## config.mk

```make
export PLATFORM = sky130hd
export DESIGN_NAME = rx_packet_fifo
export DESIGN_NICKNAME = d
export VERILOG_FILES = /design/src/rtl/rx_packet_fifo.sv
export SDC_FILE = /design/constraint.sdc
export NUM_CORES = 1
export LEC_CHECK = 0
export CORE_ASPECT_RATIO = 1.1
export CORE_MARGIN = 3
export CORE_UTILIZATION = 35
export CTS_CLUSTER_DIAMETER = 120
export DETAILED_ROUTE_END_ITERATION = 16
export DONT_BUFFER_PORTS = 1
export HOLD_SLACK_MARGIN = 0.02
export PLACE_DENSITY_LB_ADDON = 0.08
export SYNTH_ARGS = -nofsm -noshare
export SYNTH_HDL_FRONTEND = slang
export SYNTH_SLANG_ARGS = --single-unit
export TNS_END_PERCENT = 1
```

## constraint.sdc

```tcl
create_clock -name aclk -period 7.3 [get_ports aclk]
set_input_delay 0.365 -clock aclk [delete_from_list [all_inputs] [get_ports aclk]]
set_output_delay 0.365 -clock aclk [all_outputs]
set_load 0.05 [all_outputs]
```

## src/rtl/rx_packet_fifo.sv

```systemverilog
// rx_packet_fifo: single-clock packet buffer between axi_rx and a valid/ready consumer.
// Latency: a packet written at edge N is presented on m_data/m_valid from cycle N+1.
// Backpressure: in_ready = not full, from registered level only; a read on a full cycle frees in_ready next cycle.
//
// Ports:
//   aclk, aresetn        clock, synchronous active-low reset
//   in_data/in_valid/in_ready   packet input from axi_rx (fifo_data/fifo_valid/fifo_ready)
//   m_data/m_valid/m_ready      head-of-queue output stream
//   level                packets currently stored (0..2^depth_log2)
//   stat_accepted        saturating count of accepted packets since reset
//   stat_hwm             highest level seen since reset
// Optional feature: define RX_FIFO_STATS_EN to build the statistics counters;
// without it stat_accepted and stat_hwm are tied to zero.
module rx_packet_fifo #(
    parameter int packet_length = 32,
    parameter int depth_log2    = 3
) (
    input  logic                     aclk,
    input  logic                     aresetn,
    input  logic [packet_length-1:0] in_data,
    input  logic                     in_valid,
    output logic                     in_ready,
    output logic [packet_length-1:0] m_data,
    output logic                     m_valid,
    input  logic                     m_ready,
    output logic [depth_log2:0]      level,
    output logic [15:0]              stat_accepted,
    output logic [depth_log2:0]      stat_hwm
);

    localparam int depth = 1 << depth_log2;

    // Level value meaning "every slot occupied": only the top bit set.
    localparam logic [depth_log2:0]   full_level = {1'b1, {depth_log2{1'b0}}};
    localparam logic [depth_log2:0]   level_one  = {{depth_log2{1'b0}}, 1'b1};
    localparam logic [depth_log2-1:0] ptr_one    = {{(depth_log2-1){1'b0}}, 1'b1};

    logic [packet_length-1:0] mem [depth];
    logic [depth_log2-1:0]    wr_ptr;
    logic [depth_log2-1:0]    rd_ptr;
    logic [depth_log2:0]      level_q;
    logic                     wr_fire;
    logic                     rd_fire;

    // Both handshake qualifiers come from registered level, so there is no
    // combinational path from m_ready to in_ready.
    assign in_ready = (level_q != full_level);
    assign m_valid  = (level_q != '0);
    assign m_data   = mem[rd_ptr];
    assign level    = level_q;

    assign wr_fire = in_valid && in_ready;
    assign rd_fire = m_valid && m_ready;

    // Storage is never reset; level gates visibility of stale contents.
    always_ff @(posedge aclk) begin
        if (wr_fire) begin
            mem[wr_ptr] <= in_data;
        end
    end

    always_ff @(posedge aclk) begin
        if (!aresetn) begin
            wr_ptr  <= '0;
            rd_ptr  <= '0;
            level_q <= '0;
        end else begin
            if (wr_fire) begin
                wr_ptr <= wr_ptr + ptr_one;
            end
            if (rd_fire) begin
                rd_ptr <= rd_ptr + ptr_one;
            end
            // Simultaneous write and read leaves level unchanged.
            case ({wr_fire, rd_fire})
                2'b10:   level_q <= level_q + level_one;
                2'b01:   level_q <= level_q - level_one;
                default: level_q <= level_q;
            endcase
        end
    end

`ifdef RX_FIFO_STATS_EN
    logic [15:0]         accepted_q;
    logic [depth_log2:0] hwm_q;

    // The high-water mark tracks the registered level, so it trails a new
    // peak by one cycle.
    always_ff @(posedge aclk) begin
        if (!aresetn) begin
            accepted_q <= '0;
            hwm_q      <= '0;
        end else begin
            if (wr_fire && (accepted_q != 16'hFFFF)) begin
                accepted_q <= accepted_q + 16'd1;
            end
            if (level_q > hwm_q) begin
                hwm_q <= level_q;
            end
        end
    end

    assign stat_accepted = accepted_q;
    assign stat_hwm      = hwm_q;
`else
    assign stat_accepted = '0;
    assign stat_hwm      = '0;
`endif

endmodule

```

==> results.md <==
* Vias at about 4600
* EDFF count, synth at 256
* Flops & latches, synth at 269
* Switching share of power at 30.75%
* Row count at 65
* P_sw at 1.340 mW
* Total power at between 4 and 5 mW
* Filler instances at 2512
* Via/cell ratio at 5.063
* Cell Int Power at 3.018 mW
* Worst-Margin Slew at 1163 ps
* Peak Freq at slightly below 300 MHz
* Ys flop type: edfxtp_1
* Initial antenna violation count at 1
* Register share of total power at between 40% and 50%
* Nets at 560
* DRC Markers at 0
* Detailed Route Iter0 Violations at 309
* Clk buf depth at 3
* Post-DP Area at 0.01083 sq mm
* GRT Resource Usage Total at 13.02%
* CP Capture Type: output port
* Total grt overflow at 0
* Worst reg2reg path depth at 3
* Power share of the combinational group at 23.7%
* Largest net degree at the start of global routing at 65
* Worst relative slew slack at approximately 22%
* I/O pin count at 94
* Max-cap viol count at 0
* Final ANT Viol Nets at 0
* Final WL at 20580 microns
* Worst r2r src: level[1]
* Setup violators final at 0
* Setup crit start kind: register
* Clock Skew at 15.43 ps
* FF-to-FF setup slack at 4000 ps
* RSZ-0062 raised after global routing: false
* Part of the cycle the worst path needs at 47.44%
* CTS tree: built
* Mapped Area at approximately 0.010 sq mm
* Capturing point of the worst reg2reg path: mem[7][18]
* Final number of max-transition violations at 0
* Die ar. at 0.03190 sq mm
* DP Worst Slack at 3940 ps
* Multi-input logic area at roughly 0.0023 sq mm
* Worst setup margin at 3837 ps
* Hold Path End: wr_ptr[1]
* Setup bufs post-CTS at 0
* CP Class: reg -> out
* Final Cell Area at 0.01208 sq mm
* Yosys warning total at 0
* Async S/R FF share, synth at 0%
* Synth cell types at 34
* Wire length per cell at 22.64 microns
* Core area at just under 0.03 sq mm
* CP Max Fanout at 40
* Share of layout cells above drive strength 1 at 29.44%
* Die height at around 190 microns
* Clk slew on worst S/H paths at 60 ps
* Area Growth Syn to Fin at 15.88%
* CP arrival at 3100 ps
* Setup_tns at 0 ps
* TritonCTS sink count at 269
* Hold Path Origin: in_valid
* Status: finished, final reports clean
* Hold depth at 3
* Vias in the first global route at 5030
* Die Width at 170.6 microns
* PwrDens at 360.7 mW/mm^2
* Worst Hold Class: in -> reg
* Worst Path Required at 6930 ps
* Initial Utilization at 35.91%
* Clk Latency, worst-skew pair at 530 ps
* Post-CTS sizing at 0
* Seq/Total Area, Yosys at between 70 and 80%
* Minimum clock period after layout at 3463 ps
* Drt pass-1 iters at 5
* Maximum VDD drop at 0.2575 mV
* Hold Vio Cnt, Final at 0
* I/O Buffers at 0
* H-Tree Depth at 1
* Placed wire-length estimate at 11280 microns
* Post-synthesis cell count at 465
* Synthesized area per cell at 22.42 sq um
* Clock Power Share at 31.7%
* Gpl congestion at 0.6944
* Leakage Power at approximately 3.8 nW
* Register area at between 0.007 and 0.008 sq mm
* Total CTS buffers at 28
* CTS Root Cell: clkbuf_16
* First-pass GRT wire length at roughly 31000 microns
[through the flow]
| stage | cells | hold slack (ps) | utilization (%) |
|---|---|---|---|
| after floorplan | 484 | 463.9 | - |
| after global placement | 822 | 464.3 | 37.32 |
| after detailed placement | 822 | 464.3 | 37.32 |
| after CTS | 908 | 52.78 | 41.60 |
| after global routing | 909 | 85.50 | 41.61 |
| final | 909 | 88.66 | 41.61 |
[cells by family after synthesis]
group / after synthesis / synth area share [%]
other: 1 / 0.03597
multiplexers: 99 / 17.58
XOR/XNOR: 7 / 0.5880
AND/OR/NAND/NOR: 35 / 1.920
AO/OA/AOI/OAI: 7 / 0.4799
buffers and inverters: 42 / 2.568
flip-flops: 269 / 76.23
adder cells (fa/ha/maj): 5 / 0.6000
[cell type report]
type                       instances  share of cell area [%]
sequential                       269                   65.86
clock inverter                    13                   1.118
tap                              368                   3.811
clock buffer                      38                   6.286
inverter                           1                 0.03107
antenna                            1                 0.02071
timing repair buffer              46                   3.583
multi-input combinational        173                   19.29
[how the worst max path moves through the flow]
stage / depth (start not counted) / slack [ps] / startpoint / endpoint
after floorplan: 4 / 2510 / level[1] / mem[0][0]
after detailed placement: 3 / 3940 / level[1] / mem[6][14]
after global routing: 3 / 3530 / register / m_data[22]
final: 3 / 3840 / register / m_data[22]
after CTS: 3 / 3660 / register / m_data[22]
after global placement: 3 / 4000 / level[1] / mem[5][14]
[worst max-delay path, cell delays in order (launching register included)]
cell and delay, ps:
dfxtp_4 690, buf_4 770, mux4_2 630, mux2_2 410
[cell usage after synthesis (5+ instances only)]
library cell / number / share of area [%]
nor3_1: 5 / 0.24
buf_4: 27 / 1.9
clkbuf_1: 5 / 0.18
buf_1: 7 / 0.25
nand2_1: 6 / 0.22
nand3_1: 5 / 0.24
ha_1: 5 / 0.60
mux4_2: 64 / 14
mux2_2: 33 / 3.6
dfxtp_1: 13 / 2.5
xnor2_1: 5 / 0.42
and2_1: 6 / 0.36
edfxtp_1: 256 / 74
[state kept, by name (all words and copies together) (netlist names), named ones only]
name and count:
rd_ptr 3, wr_ptr 3, level 4, mem 256
[power groups by stage]
stage / Sequential (mW) / Clock [mW] / Combinational [mW]
finish: 1.94 / 1.38 / 1.03
global route: 1.96 / 1.50 / 1.10
CTS: 1.95 / 1.43 / 1.06
detailed placement: 1.98 / 0 / 1.03
global placement: 1.98 / 0 / 1.02
floorplan: 1.90 / 0 / 0.949
[repair_timing]
action,CTS,global route
endpoints found under the hold margin,269,0
hold buffers,35,0
endpoints found under the setup margin,0,0
[layer usage]
metal / global-route usage, % / routed length, microns
met1: 17.54 / 8525
met2: 21.59 / 10420
met3: 3.065 / 1297
met4: 2.965 / 333
met5: 0 / 0
[cell usage in the layout (no fill, tap or decap), drive strengths merged, types with 6 or more instances in the layout]
cell type    instances
dfxtp               13
edfxtp             256
mux2                33
conb                20
dlygate4sd3         35
clkbuf              38
nand2                7
buf                 11
and2                 6
mux4                64
clkinv              10
No activity file was read; power rests on OpenSTA's default activity.
